## src/rtl/h80_uart_tx_if.sv

```systemverilog
// rtl/h80_uart_tx_if.sv - push/status/serial bundle between the io decoder and h80_uart_tx
//
// Purpose: groups the byte-push handshake, status readback and serial line.
//   master: io port decoder side (drives wr_en/wr_data/clr_ovf)
//   slave : h80_uart_tx side (drives wr_ready/fifo_count/busy/overflow/tx)
// Signals:
//   wr_en      push request
//   wr_data    byte to push
//   wr_ready   1 = FIFO not full
//   fifo_count bytes queued, excluding the byte being shifted
//   busy       FSM active or bytes queued
//   overflow   sticky push-while-full flag
//   clr_ovf    clears overflow (a same-cycle set wins)
//   tx         serial line, idle high
// FIFO_DEPTH must match the FIFO_DEPTH of the attached h80_uart_tx.

interface h80_uart_tx_if #(
  parameter int FIFO_DEPTH = 8
);
  logic                        wr_en;
  logic [7:0]                  wr_data;
  logic                        wr_ready;
  logic [$clog2(FIFO_DEPTH):0] fifo_count;
  logic                        busy;
  logic                        overflow;
  logic                        clr_ovf;
  logic                        tx;

  modport master (
    output wr_en, wr_data, clr_ovf,
    input  wr_ready, fifo_count, busy, overflow, tx
  );

  modport slave (
    input  wr_en, wr_data, clr_ovf,
    output wr_ready, fifo_count, busy, overflow, tx
  );
endinterface

```

## src/rtl/h80_uart_tx.sv

```systemverilog
// rtl/h80_uart_tx.sv - buffered 8N1/8E1 UART transmitter on the sysclk domain
//
// Purpose: FIFO-buffered serial transmitter fed one byte per OUT instruction by
//   the io port decoder; status returns to the decoder for IN reads.
// Parameters:
//   BAUD_DIV   sysclk cycles per bit, 2..65535
//   FIFO_DEPTH byte entries, power of two, 2..256
// Ports:
//   i_clk      sysclk, all state on posedge
//   i_reset    asynchronous active-high reset, clears all state
//   io_uart    h80_uart_tx_if.slave (push handshake, status, tx line)
// Configuration macro:
//   H80_UART_PARITY_EN  adds an even parity bit between data and stop (8E1)

module h80_uart_tx #(
  parameter int BAUD_DIV   = 234,
  parameter int FIFO_DEPTH = 8
) (
  input  logic         i_clk,
  input  logic         i_reset,
  h80_uart_tx_if.slave io_uart
);

  localparam int             AW         = $clog2(FIFO_DEPTH);
  localparam int             CW         = AW + 1;
  localparam logic [CW-1:0]  COUNT_FULL = CW'(FIFO_DEPTH);
  localparam logic [15:0]    TIMER_MAX  = 16'(BAUD_DIV - 1);

  typedef enum logic [2:0] {
    S_IDLE   = 3'd0,
    S_START  = 3'd1,
    S_DATA   = 3'd2,
`ifdef H80_UART_PARITY_EN
    S_PARITY = 3'd4,
`endif
    S_STOP   = 3'd3
  } state_t;

  // FIFO storage and control
  logic [7:0]    r_mem [FIFO_DEPTH];
  logic [AW-1:0] r_wr_ptr;
  logic [AW-1:0] r_rd_ptr;
  logic [CW-1:0] r_count;
  logic          r_ovf;

  // transmitter state
  state_t        r_state;
  state_t        w_state_nxt;
  logic [15:0]   r_timer;
  logic [2:0]    r_bit_idx;
  logic [7:0]    r_shreg;
  logic          r_tx;
`ifdef H80_UART_PARITY_EN
  logic          r_par;
`endif

  logic          w_full;
  logic          w_push;
  logic          w_pop;
  logic          w_shift;
  logic          w_tx_nxt;
  logic          w_tick;
  logic          w_last_bit;
  logic          w_have_data;
  logic [7:0]    w_rd_data;

  // Fullness comes from the registered count only, so a pop in the same
  // cycle never opens room for a push into a full FIFO.
  assign w_full      = (r_count == COUNT_FULL);
  assign w_push      = io_uart.wr_en && !w_full;
  assign w_have_data = (r_count != '0);
  assign w_rd_data   = r_mem[r_rd_ptr];
  assign w_tick      = (r_timer == 16'd0);
  assign w_last_bit  = (r_bit_idx == 3'd7);

  always_ff @(posedge i_clk) begin
    if (w_push) begin
      r_mem[r_wr_ptr] <= io_uart.wr_data;
    end
  end

  always_ff @(posedge i_clk or posedge i_reset) begin
    if (i_reset) begin
      r_wr_ptr <= '0;
      r_rd_ptr <= '0;
      r_count  <= '0;
      r_ovf    <= 1'b0;
    end else begin
      if (w_push) begin
        r_wr_ptr <= r_wr_ptr + AW'(1);
      end
      if (w_pop) begin
        r_rd_ptr <= r_rd_ptr + AW'(1);
      end
      case ({w_push, w_pop})
        2'b10:   r_count <= r_count + CW'(1);
        2'b01:   r_count <= r_count - CW'(1);
        default: r_count <= r_count;
      endcase
      // A rejected push outranks a clear in the same cycle.
      if (io_uart.wr_en && w_full) begin
        r_ovf <= 1'b1;
      end else if (io_uart.clr_ovf) begin
        r_ovf <= 1'b0;
      end
    end
  end

  always_ff @(posedge i_clk or posedge i_reset) begin
    if (i_reset) begin
      r_state <= S_IDLE;
    end else begin
      r_state <= w_state_nxt;
    end
  end

  always_comb begin
    w_state_nxt = r_state;
    case (r_state)
      S_IDLE: begin
        if (w_have_data) w_state_nxt = S_START;
      end
      S_START: begin
        if (w_tick) w_state_nxt = S_DATA;
      end
      S_DATA: begin
        if (w_tick && w_last_bit) begin
`ifdef H80_UART_PARITY_EN
          w_state_nxt = S_PARITY;
`else
          w_state_nxt = S_STOP;
`endif
        end
      end
`ifdef H80_UART_PARITY_EN
      S_PARITY: begin
        if (w_tick) w_state_nxt = S_STOP;
      end
`endif
      S_STOP: begin
        // Chain straight into the next start bit so frames run back to back.
        if (w_tick) w_state_nxt = w_have_data ? S_START : S_IDLE;
      end
      default: w_state_nxt = S_IDLE;
    endcase
  end

  // tx is registered: this block picks the level for the next bit period,
  // which the datapath register applies on the same edge as the state change.
  always_comb begin
    w_pop    = 1'b0;
    w_shift  = 1'b0;
    w_tx_nxt = r_tx;
    case (r_state)
      S_IDLE: begin
        if (w_have_data) begin
          w_pop    = 1'b1;
          w_tx_nxt = 1'b0;
        end
      end
      S_START: begin
        if (w_tick) w_tx_nxt = r_shreg[0];
      end
      S_DATA: begin
        if (w_tick) begin
          if (w_last_bit) begin
`ifdef H80_UART_PARITY_EN
            w_tx_nxt = r_par;
`else
            w_tx_nxt = 1'b1;
`endif
          end else begin
            // shreg[1] becomes shreg[0] on this edge
            w_shift  = 1'b1;
            w_tx_nxt = r_shreg[1];
          end
        end
      end
`ifdef H80_UART_PARITY_EN
      S_PARITY: begin
        if (w_tick) w_tx_nxt = 1'b1;
      end
`endif
      S_STOP: begin
        if (w_tick && w_have_data) begin
          w_pop    = 1'b1;
          w_tx_nxt = 1'b0;
        end else if (w_tick) begin
          w_tx_nxt = 1'b1;
        end
      end
      default: w_tx_nxt = 1'b1;
    endcase
  end

  // The timer sits at TIMER_MAX while idle and reloads on every tick, so each
  // bit period starts with a full count without a separate load strobe.
  always_ff @(posedge i_clk or posedge i_reset) begin
    if (i_reset) begin
      r_tx      <= 1'b1;
      r_timer   <= TIMER_MAX;
      r_bit_idx <= 3'd0;
      r_shreg   <= 8'd0;
`ifdef H80_UART_PARITY_EN
      r_par     <= 1'b0;
`endif
    end else begin
      r_tx    <= w_tx_nxt;
      r_timer <= (w_tick || (r_state == S_IDLE)) ? TIMER_MAX : (r_timer - 16'd1);
      if (w_pop) begin
        r_shreg   <= w_rd_data;
        r_bit_idx <= 3'd0;
`ifdef H80_UART_PARITY_EN
        r_par     <= ^w_rd_data;
`endif
      end else if (w_shift) begin
        r_shreg   <= {1'b0, r_shreg[7:1]};
        r_bit_idx <= r_bit_idx + 3'd1;
      end
    end
  end

  assign io_uart.wr_ready   = !w_full;
  assign io_uart.fifo_count = r_count;
  assign io_uart.busy       = (r_state != S_IDLE) || w_have_data;
  assign io_uart.overflow   = r_ovf;
  assign io_uart.tx         = r_tx;

endmodule
```

## src/flat_wrapper.sv

```systemverilog
// flat-port wrapper written by rule: the top's interface ports become plain ports
module h80_uart_tx_flat 
#(
  parameter int BAUD_DIV   = 234,
  parameter int FIFO_DEPTH = 8
)
  (i_clk, i_reset, io_uart_wr_en, io_uart_wr_data, io_uart_clr_ovf, io_uart_wr_ready, io_uart_fifo_count, io_uart_busy, io_uart_overflow, io_uart_tx);
  h80_uart_tx_if #(.FIFO_DEPTH(FIFO_DEPTH)) io_uart_i ();
  input  logic i_clk;
  input  logic i_reset;
  input wire logic [$bits(io_uart_i.wr_en)-1:0] io_uart_wr_en;
  input wire logic [$bits(io_uart_i.wr_data)-1:0] io_uart_wr_data;
  input wire logic [$bits(io_uart_i.clr_ovf)-1:0] io_uart_clr_ovf;
  output wire logic [$bits(io_uart_i.wr_ready)-1:0] io_uart_wr_ready;
  output wire logic [$bits(io_uart_i.fifo_count)-1:0] io_uart_fifo_count;
  output wire logic [$bits(io_uart_i.busy)-1:0] io_uart_busy;
  output wire logic [$bits(io_uart_i.overflow)-1:0] io_uart_overflow;
  output wire logic [$bits(io_uart_i.tx)-1:0] io_uart_tx;
  assign io_uart_i.wr_en = io_uart_wr_en;
  assign io_uart_i.wr_data = io_uart_wr_data;
  assign io_uart_i.clr_ovf = io_uart_clr_ovf;
  assign io_uart_wr_ready = io_uart_i.wr_ready;
  assign io_uart_fifo_count = io_uart_i.fifo_count;
  assign io_uart_busy = io_uart_i.busy;
  assign io_uart_overflow = io_uart_i.overflow;
  assign io_uart_tx = io_uart_i.tx;
  h80_uart_tx #(.BAUD_DIV(BAUD_DIV), .FIFO_DEPTH(FIFO_DEPTH)) u_core (.i_clk(i_clk), .i_reset(i_reset), .io_uart(io_uart_i));
endmodule
```

## config.mk

```make
export PLATFORM = sky130hd
export DESIGN_NAME = h80_uart_tx_flat
export DESIGN_NICKNAME = d
export VERILOG_FILES = /design/src/rtl/h80_uart_tx_if.sv /design/src/rtl/h80_uart_tx.sv /design/src/flat_wrapper.sv
export SDC_FILE = /design/constraint.sdc
export NUM_CORES = 1
export LEC_CHECK = 0
export BUFFER_PORTS_ARGS = -buffer_cell sky130_fd_sc_hd__buf_2
export CORE_UTILIZATION = 38
export CTS_BUF_LIST = sky130_fd_sc_hd__clkbuf_8 sky130_fd_sc_hd__clkbuf_16
export CTS_CLUSTER_DIAMETER = 30
export DETAILED_ROUTE_END_ITERATION = 16
export GPL_ROUTABILITY_DRIVEN = 0
export SLEW_MARGIN = 25
export SYNTH_ARGS = -nofsm -noshare
export SYNTH_HDL_FRONTEND = slang
export SYNTH_SLANG_ARGS = --single-unit
```

## constraint.sdc

```tcl
create_clock -name i_clk -period 4.7 [get_ports i_clk]
set_input_delay 0.47 -clock i_clk [delete_from_list [all_inputs] [get_ports i_clk]]
set_output_delay 0.47 -clock i_clk [all_outputs]
set_load 0.05 [all_outputs]
```

==> results of run 1 <==
[logic make-up after synthesis]
family	count (synthesis)
XOR/XNOR	21
adder cells (fa/ha/maj)	13
flip-flops	105
multiplexers	44
AO/OA/AOI/OAI	16
AND/OR/NAND/NOR	84
buffers and inverters	16
[registers in the layout, indices dropped and copies added (netlist names)]
register                   flops
u_core.r_mem                  64
u_core.r_timer                16
u_core.r_shreg                 8
u_core.io_uart.fifo_count      4
u_core.r_bit_idx               3
u_core.r_rd_ptr                3
u_core.r_wr_ptr                3
u_core.r_state                 2
u_core.io_uart.overflow        1
u_core.io_uart.tx              1
[area by class of cell]
type                    instances  area (um^2)
well taps                     143        178.9
flip-flops and latches        105         2955
multi-input cells             178         1558
fillers                      1037         6434
clock buffers                   9        225.2
repair buffers                 22        117.6
clock inverters                 7        70.07
inverters                       7        26.28
[tightest hold or removal path: stages]
cell and delay [ns]:
buf_2 0.09, inv_1 0.04, buf_4 0.43
[layer usage]
| metal | track usage [%] | vias up |
|---|---|---|
| met5 | 0 | - |
| met4 | 5.045 | 0 |
| met3 | 4.137 | 4 |
| met2 | 22.94 | 25 |
| met1 | 15.52 | 1201 |
| li1 | - | 1151 |
[metrics by stage]
step                utilization [%]  hold WS, ns  setup slack, ns
floorplan                         -       0.4357            1.717
global placement              41.82       0.4483            1.872
detailed placement            41.82       0.4595            1.813
CTS                           44.37       0.2638            1.796
global route                  44.37       0.3070            1.637
finish                        44.37       0.2415            1.801
[placed cells by master, fill, tap and decap left out, types with 2 or more instances in the layout]
master,n
xnor2_1,9
a21oi_1,6
nor2_1,28
inv_1,7
mux2_2,3
dfstp_2,6
clkbuf_16,9
inv_8,3
o21ai_0,4
nand3_1,6
or4_1,2
nor3_1,5
or2_2,2
buf_2,19
nand2b_1,5
nor4b_1,2
edfxtp_1,64
mux4_2,16
nand3b_1,2
mux2i_1,25
dfrtp_1,35
xor2_1,11
ha_1,13
buf_4,3
nor3_2,3
nand2_1,17
[power groups by stage]
stage	registers [mW]	logic [mW]	clock network, mW
finish	1.39	1.01	0.735
global route	1.42	1.11	0.780
CTS	1.39	1.02	0.752
detailed placement	1.41	1.02	0
global placement	1.40	1.00	0
floorplan	1.40	0.789	0
[final timing paths]
| path | from | depth (start not counted) | slack, ns | to |
|---|---|---|---|---|
| max in group asynchronous | i_reset | 3 | 4.07 | u_core.io_uart.tx$_DFFE_PP1P_ |
| max reg2reg | u_core.r_timer[0]$_DFF_PP1_ | 14 | 1.80 | u_core.io_uart.fifo_count[2]$_DFFE_PP0P_ |
| min | i_reset | 3 | 0.24 | u_core.r_timer[4]$_DFF_PP0_ |
| max | u_core.r_timer[0]$_DFF_PP1_ | 14 | 1.80 | u_core.io_uart.fifo_count[2]$_DFFE_PP0P_ |
| min in group i_clk | io_uart_clr_ovf | 2 | 0.31 | u_core.io_uart.overflow$_DFFE_PP0P_ |
| min reg2reg | u_core.r_timer[0]$_DFF_PP1_ | 1 | 0.47 | u_core.r_timer[0]$_DFF_PP1_ |
==> results.tsv, run 1 <==
stage	metric	value	unit
final_layout	Layout Nets	348	
clocking	Clock Sinks	105	
floorplan	full die area	0.01250	mm^2
clocking	Clock Path Buffers	2	
power	sequential power share	44.4	%
floorplan	Starting Density	39.61	%
logic_synthesis	Synth top area share	41.96	%
power	Lkg Pwr	1.900	nW
sta	final hold vios	0	
outcome	status	complete, but fails checks	
critical_path	CP arrival	3.12	ns
power	Internal	2.028	mW
logic_synthesis	synthesis-stage register bit count	105	
critical_path	CP Cell Sequence	inv_1, ha_1, nor4b_1, and4_4, a21oi_2, nor3_4, buf_4, ha_1, xor2_1, ha_1, a21oi_1, xor2_1, nor2_1, xor2_1	
logic_synthesis	syn_nets	324	
grt	vias in the first global route	2514	
sta	relative slew slack	39.90	%
clocking	TritonCTS buffer count	9	
power	Clk pwr share	23.5	%
logic_synthesis	cell accounting for the most synthesized area	edfxtp_1	
power	Overall Power	3.131	mW
logic_synthesis	Async SR Flop Fraction	39.05	%
logic_synthesis	Most used DFF post-synth	edfxtp_1	
clocking	clock tree root driver cell	clkbuf_16	
floorplan	I/O pins	20	
critical_path	crit end category	register	
sta	Final setup viols	0	
drt	DR WL met2	3.937	mm
sta	post-route minimum period	2.899	ns
logic_synthesis	syn_area_per_cell	15.32	um^2
logic_synthesis	count of cell types in the netlist	46	
placed_design	post-DP HPWL	4.949	mm
grt	gr usage total	13.30	%
job	MaxCap Viol Count	0	
final_layout	Inserted Diodes	0	
power	PwrDens	610.3	mW/mm^2
critical_path	Critical Path Fanout Max	15	
placed_design	Post-Place Cell Area	0.004836	mm^2
clocking	CTS resizes	0	
grt	initial antenna violation count	0	
hold_path	Hold Path Class	in -> async	
clocking	clock latency on the worst-skew pair	0.35	ns
drt	DRT Pass-1 Iters	10	
sta	RSZ-0062 raised after global routing	false	
sta	final worst-path cycle share	61.67	%
final_layout	layout cell share with drive strength beyond 1	22.56	%
clocking	Post-CTS Setup Repair Bufs	0	
sta	Least-Margin Pin Slew	0.8982	ns
sta	Slew Limit Fails	0	
grt	GRT overflow	0	
floorplan	Core Region	0.01156	mm^2
critical_path	crit start category	register	
clocking	CTS tree	built	
drt	ANT nets after route	0	
power	Net Sw Power	1.104	mW
drt	drt initial violations	110	
final_layout	Area Growth Syn to Fin	12.02	%
logic_synthesis	number of flops mapped to enable cells by yosys	64	
logic_synthesis	xor and xnor area share after synthesis	4.179	%
logic_synthesis	Synth warnings	0	
drt	vias per inst	5.055	
logic_synthesis	count leader, synth	edfxtp_1	
logic_synthesis	multiplexer share of the synthesized area	14.07	%
sta	Setup TNS	0	ns
clocking	Reg clk slew, reported paths	0.07	ns
drt	M1 WL	3.507	mm
power	Peak VDD IR	0.2436	mV
critical_path	Worst path slowest cell	dfstp_2	
logic_synthesis	Cells after Synth	299	
sta	Achievable Freq	345.0	MHz
grt	first-pass GRT wire length	12.42	mm
logic_synthesis	largest family of logic cells by synthesized area	multiplexers	
critical_path	CP max stage delay	0.56	ns
drt	DR top layer	met4	
power	sw frac	35.25	%
logic_synthesis	Cell Area, Synth	0.004581	mm^2
floorplan	DIE HEIGHT	111.8	um
drt	Wirelength per Cell	16.40	um
clocking	hold_buf cts	0	
critical_path	crit path buf inv count	2	
logic_synthesis	synth top area cells	edfxtp_1, dfrtp_1, mux4_2, mux2i_1, ha_1	
floorplan	chip width	111.8	um
power	Gate power share	32.1	%
critical_path	WS Path Type	reg -> reg	
placed_design	placed instance count	455	
drt	DR vias	2381	
final_layout	fin area	0.005131	mm^2
final_layout	Layout Cells excl Fill	471	
placed_design	port bufs	19	
drt	DR DRC count	1	
sta	Clock Skew	0.01226	ns
critical_path	Worst path top cell family by delay	adder cells	
drt	met3 routed WL	215	um
logic_synthesis	commonest cells in the synthesized netlist	edfxtp_1, dfrtp_1, nor2_1, mux2i_1, nand2_1	
logic_synthesis	Post-Synth Adder-Cell Area	3.551	%
grt	largest net degree at the start of global routing	42	
outcome	failing checks	DRC	
logic_synthesis	sequential-to-total area share from yosys stat	64.52	%
clocking	H-tree depth	3	
logic_synthesis	simple-gate share of the synthesized area	9.861	%
logic_synthesis	area fraction in compound gates after synthesis	2.131	%
critical_path	CP required	4.92	ns
floorplan	Rows	39	
drt	total wire length	7.724	mm
No activity file was read; power rests on OpenSTA's default activity.
==> inputs of run 2 (changes only) <==
- clock period: 4.7 -> 2.75 ns (I/O delays scaled with it)
==> run 2 against run 1 <==
Compared with the run above: the flow now finishes without violations; non-clock buffer count is 10 higher; combinational power is 76% higher; sequential share of layout area is 0.87 points lower; global-route usage is 0.81 points higher; clock power is 70% higher; sequential power is 71% higher; largest power group unchanged.
==> results.tsv, run 2 (synthesized netlist as in run 1, its figures left out) <==
stage	metric	value	unit
drt	ANT nets after route	0	
clocking	clock tree root driver cell	clkbuf_16	
sta	final hold vios	0	
clocking	H-tree depth	3	
sta	final worst-path cycle share	93.51	%
critical_path	CP max stage delay	0.55	ns
floorplan	chip width	111.8	um
critical_path	Worst path top cell family by delay	adder cells	
power	Clk pwr share	23.1	%
floorplan	Rows	39	
final_layout	layout cell share with drive strength beyond 1	25.15	%
final_layout	Inserted Diodes	0	
final_layout	Area Growth Syn to Fin	13.74	%
power	sw frac	35.16	%
power	Peak VDD IR	0.5848	mV
grt	largest net degree at the start of global routing	42	
sta	Achievable Freq	388.9	MHz
grt	GRT overflow	0	
power	Gate power share	32.9	%
drt	total wire length	8.013	mm
final_layout	Layout Nets	358	
power	Lkg Pwr	1.961	nW
sta	relative slew slack	46.48	%
critical_path	CP Cell Sequence	inv_1, ha_1, nor4b_1, and4_4, a21oi_4, nor3_4, ha_1, xor2_1, ha_1, a21oi_1, xor2_1, nor2_1, xor2_1	
grt	vias in the first global route	2505	
placed_design	port bufs	19	
sta	Clock Skew	0.01081	ns
critical_path	crit start category	register	
sta	Slew Limit Fails	0	
clocking	CTS tree	built	
drt	DR vias	2464	
sta	Setup TNS	0	ns
hold_path	Hold Path Class	in -> async	
drt	M1 WL	3.682	mm
drt	vias per inst	5.123	
power	Internal	3.506	mW
critical_path	WS Path Type	reg -> reg	
grt	gr usage total	14.12	%
power	sequential power share	43.9	%
final_layout	most common cell after layout, fill and taps aside	edfxtp_1	
drt	DR WL met2	3.982	mm
final_layout	Largest regs	u_core.r_mem x64, u_core.r_timer x16, u_core.r_shreg x8	
clocking	clock latency on the worst-skew pair	0.35	ns
placed_design	post-DP HPWL	5.145	mm
critical_path	CP required	2.98	ns
job	MaxCap Viol Count	0	
drt	drt initial violations	107	
critical_path	crit end category	register	
floorplan	full die area	0.01250	mm^2
clocking	Clock Path Buffers	2	
final_layout	fillers	1013	
clocking	TritonCTS buffer count	9	
outcome	status	finished, final reports clean	
drt	DR top layer	met4	
clocking	Reg clk slew, reported paths	0.07	ns
floorplan	DIE HEIGHT	111.8	um
drt	DR DRC count	0	
power	PwrDens	1038	mW/mm^2
final_layout	Reg with most FFs	u_core.r_mem	
clocking	Clock Sinks	105	
critical_path	Worst path slowest cell	dfstp_2	
floorplan	Core Region	0.01156	mm^2
final_layout	max FFs per register	64	
floorplan	Starting Density	39.61	%
placed_design	Post-Place Cell Area	0.004908	mm^2
floorplan	I/O pins	20	
clocking	Post-CTS Setup Repair Bufs	0	
critical_path	crit path buf inv count	1	
drt	met3 routed WL	231	um
grt	initial antenna violation count	0	
sta	RSZ-0062 raised after global routing	false	
sta	post-route minimum period	2.572	ns
critical_path	Critical Path Fanout Max	6	
sta	Least-Margin Pin Slew	0.8028	ns
final_layout	fin area	0.005210	mm^2
power	Net Sw Power	1.901	mW
grt	first-pass GRT wire length	13.29	mm
drt	DRT Pass-1 Iters	4	
power	Overall Power	5.407	mW
drt	Wirelength per Cell	16.66	um
final_layout	most frequent cells in the layout	edfxtp_1, dfrtp_1, nor2_1, mux2i_1, buf_2	
critical_path	CP arrival	2.80	ns
sta	Final setup viols	0	
==> run 2: metal layers <==
| layer | up-vias | track usage, % |
|---|---|---|
| met1 | 1258 | 17.51 |
| met4 | 0 | 5.405 |
| met5 | - | 0 |
| met3 | 8 | 3.919 |
| li1 | 1168 | - |
| met2 | 30 | 23.48 |
==> run 2: cell type report <==
cell class / count / area, um^2 / share of cell area (%)
timing repair buffer: 32 / 192.7 / 3.698
inverter: 7 / 26.28 / 0.5043
sequential: 105 / 2955 / 56.72
clock inverter: 7 / 68.82 / 1.321
multi-input combinational: 178 / 1563 / 30.00
tap: 143 / 178.9 / 3.434
clock buffer: 9 / 225.2 / 4.323
==> run 2: worst paths after layout <==
path / startpoint / end / slack (ns) / cells past startpoint
worst max-delay path: u_core.r_timer[0]$_DFF_PP1_ / u_core.io_uart.fifo_count[2]$_DFFE_PP0P_ / 0.18 / 13
worst min-delay path: i_reset / u_core.io_uart.overflow$_DFFE_PP0P_ / 0.05 / 3
worst max register to register: u_core.r_timer[0]$_DFF_PP1_ / u_core.io_uart.fifo_count[2]$_DFFE_PP0P_ / 0.18 / 13
worst min register to register: u_core.r_timer[0]$_DFF_PP1_ / u_core.r_timer[0]$_DFF_PP1_ / 0.46 / 1
max in group asynchronous: i_reset / u_core.io_uart.tx$_DFFE_PP1P_ / 2.32 / 3
min in group i_clk: io_uart_clr_ovf / u_core.io_uart.overflow$_DFFE_PP0P_ / 0.11 / 2
==> run 2: what timing repair did <==
action	CTS	global route
resized for setup	0	1
hold buffers	0	0
setup endpoints to repair	0	1
==> run 2: worst min-delay path, stage by stage <==
cell and delay, ns:
buf_2 0.09, inv_1 0.04, buf_4 0.44
==> run 2: power groups by stage <==
| stage | Sequential, mW | Clock [mW] | Combinational (mW) |
|---|---|---|---|
| after floorplan | 2.40 | 0 | 1.35 |
| after global placement | 2.40 | 0 | 1.77 |
| after detailed placement | 2.41 | 0 | 1.79 |
| after CTS | 2.38 | 1.29 | 1.81 |
| after global routing | 2.43 | 1.34 | 1.97 |
| final | 2.38 | 1.25 | 1.78 |
==> run 2: through the flow <==
stage / worst slack (ns) / util [%] / instances / hold WS (ns)
global route: 0.02786 / 45.05 / 481 / 0.08447
global placement: 0.2093 / 42.44 / 465 / 0.4345
CTS: 0.1321 / 44.99 / 481 / 0.05361
detailed placement: 0.1569 / 42.44 / 465 / 0.4373
finish: 0.1784 / 45.05 / 481 / 0.05071
floorplan: 0.003579 / - / 299 / 0.3739
==> inputs of run 3 (changes only) <==
- CORE_UTILIZATION: 38 -> 50
- PLACE_DENSITY: default -> 0.67
==> run 3 against run 2 <==
Compared with the run above: largest power group unchanged; largest cell class unchanged; die area is 24% lower; via count shrank 0.16%; design area fell by 1.9%; register-to-register slack got worse by 0.04 ns; count of clock-buffer cells in the layout unchanged; utilization up 13 points; sequential share of layout area grew 1.1 points; non-clock buffer count increased by 1.
==> results.tsv, run 3 (synthesized netlist as in run 1, its figures left out) <==
stage	metric	value	unit
sta	Final setup viols	0	
final_layout	Inserted Diodes	0	
clocking	Clock Path Buffers	2	
final_layout	most frequent cells in the layout	edfxtp_1, dfrtp_1, nor2_1, mux2i_1, buf_2	
clocking	H-tree depth	3	
grt	initial antenna violation count	0	
sta	final worst slack	0.1368	ns
placed_design	post-DP HPWL	5.180	mm
final_layout	final core occ	58.06	%
floorplan	Rows	34	
critical_path	crit start category	register	
final_layout	fin area	0.005112	mm^2
critical_path	Worst path slowest cell	dfstp_2	
final_layout	FF/Latch Area	0.002955	mm^2
drt	total wire length	7.683	mm
critical_path	CP required	3.00	ns
sta	post-route minimum period	2.613	ns
sta	Slew Limit Fails	0	
floorplan	I/O pins	20	
clocking	clock tree root driver cell	clkbuf_8	
grt	GRT overflow	0	
grt	largest net degree at the start of global routing	24	
placed_design	placed instance count	431	
drt	DR vias	2460	
sta	relative slew slack	45.66	%
outcome	status	finished, final reports clean	
floorplan	Starting Density	52.02	%
clocking	Clock Sinks	105	
hold_path	Hold Path Class	in -> async	
critical_path	crit end category	register	
final_layout	most common cell after layout, fill and taps aside	edfxtp_1	
sta	final hold vios	0	
sta	RSZ-0062 raised after global routing	false	
drt	drt initial violations	96	
floorplan	Core Region	0.008806	mm^2
final_layout	fillers	687	
critical_path	CP Cell Sequence	inv_1, ha_1, nor4b_2, and4_4, a21oi_4, nor3_4, ha_1, xor2_1, ha_1, a21oi_1, xor2_1, nor2_1, xor2_1	
critical_path	R2R cell count	13	
clocking	Reg clk slew, reported paths	0.11	ns
power	Lkg Pwr	1.931	nW
drt	Wirelength per Cell	17.19	um
power	Peak VDD IR	0.4909	mV
final_layout	Area Growth Syn to Fin	11.61	%
sta	Clock Skew	0.01997	ns
final_layout	layout cell share with drive strength beyond 1	25.66	%
sta	Least-Margin Pin Slew	0.8150	ns
critical_path	WS Path Type	reg -> reg	
drt	DR DRC count	0	
job	MaxCap Viol Count	0	
placed_design	Post-Place Cell Area	0.004885	mm^2
placed_design	port bufs	19	
final_layout	max FFs per register	64	
floorplan	full die area	0.009548	mm^2
power	PwrDens	1002	mW/mm^2
clocking	CTS tree	built	
critical_path	CP max stage delay	0.56	ns
clocking	hold_buf cts	0	
final_layout	Layout Nets	359	
floorplan	chip width	97.72	um
grt	first-pass GRT wire length	13.16	mm
drt	ANT nets after route	0	
critical_path	CP arrival	2.87	ns
drt	vias per inst	5.503	
critical_path	Critical Path Fanout Max	6	
clocking	clock latency on the worst-skew pair	0.37	ns
final_layout	Reg with most FFs	u_core.r_mem	
drt	DRT Pass-1 Iters	4	
clocking	TritonCTS buffer count	9	
final_layout	Largest regs	u_core.r_mem x64, u_core.r_timer x16, u_core.r_shreg x8	
clocking	Post-CTS Setup Repair Bufs	0	
floorplan	DIE HEIGHT	97.72	um
sta	final worst-path cycle share	95.03	%
sta	Setup TNS	0	ns
final_layout	Layout Cells excl Fill	447	
grt	vias in the first global route	2545	
final_layout	area of the multi-input gates	0.001569	mm^2
grt	gr usage total	18.29	%
placed_design	pre-CTS WS	0.1446	ns
sta	Achievable Freq	382.7	MHz
==> run 3: cell count changes in the layout (fill, tap and decap cells not counted), moves of 2 or more <==
| cell | before | now |
|---|---|---|
| clkbuf_8 | 0 | 9 |
| clkbuf_16 | 9 | 0 |
| clkinv_2 | 2 | 0 |
| inv_8 | 3 | 1 |
| clkinv_8 | 1 | 3 |
==> run 3: worst paths after layout <==
| check | from | to | slack (ns) |
|---|---|---|---|
| min in group i_clk | io_uart_clr_ovf | u_core.io_uart.overflow$_DFFE_PP0P_ | 0.08 |
| max | u_core.r_timer[0]$_DFF_PP1_ | u_core.io_uart.fifo_count[2]$_DFFE_PP0P_ | 0.14 |
| max in group asynchronous | i_reset | u_core.r_shreg[4]$_DFFE_PP0P_ | 2.12 |
| min | i_reset | u_core.r_timer[2]$_DFF_PP0_ | 0.02 |
| max reg2reg | u_core.r_timer[0]$_DFF_PP1_ | u_core.io_uart.fifo_count[2]$_DFFE_PP0P_ | 0.14 |
| min reg2reg | u_core.r_timer[0]$_DFF_PP1_ | u_core.r_timer[0]$_DFF_PP1_ | 0.47 |
==> run 3: timing repair <==
action	CTS	global route
endpoints found under the setup margin	0	2
gates resized for setup	0	3
hold endpoints to repair	0	0
==> run 3: area by class of cell <==
| cell class | instances | share of cell area (%) |
|---|---|---|
| clock buffers | 9 | 2.423 |
| repair buffers | 33 | 4.234 |
| flip-flops and latches | 105 | 57.81 |
| clock inverters | 7 | 1.689 |
| well taps | 108 | 2.643 |
| inverters | 7 | 0.5140 |
| multi-input cells | 178 | 30.69 |
==> run 3: per-layer routing <==
| metal | wire length [um] | vias up | global-route usage (%) |
|---|---|---|---|
| met2 | 3946 | 27 | 31.59 |
| met3 | 193 | 9 | 3.957 |
| met4 | 114 | 0 | 6.760 |
| met1 | 3428 | 1246 | 22.74 |
| li1 | - | 1178 | - |
| met5 | 0 | - | 0 |
==> run 3: critical path, delay by kind of cell (launching register included) <==
kind                     cells  cell delay (ns)
AND/OR/NAND/NOR              4             0.51
adder cells (fa/ha/maj)      3             0.57
AO/OA/AOI/OAI                2             0.35
XOR/XNOR                     3             0.46
flip-flops                   1             0.56
buffers and inverters        1             0.06
==> run 3: per-stage QoR <==
step / hold WS, ns / power (mW)
after floorplan: 0.3739 / 3.752
after global placement: 0.4350 / 4.172
after detailed placement: 0.4431 / 4.217
after CTS: 0.03540 / 5.184
after global routing: 0.06423 / 5.473
final: 0.02479 / 5.125
==> run 3: power by group <==
part           total, mW  switching [mW]  internal, mW
registers           2.37           0.315          2.05
logic               1.81           0.980         0.825
clock network      0.954           0.587         0.367
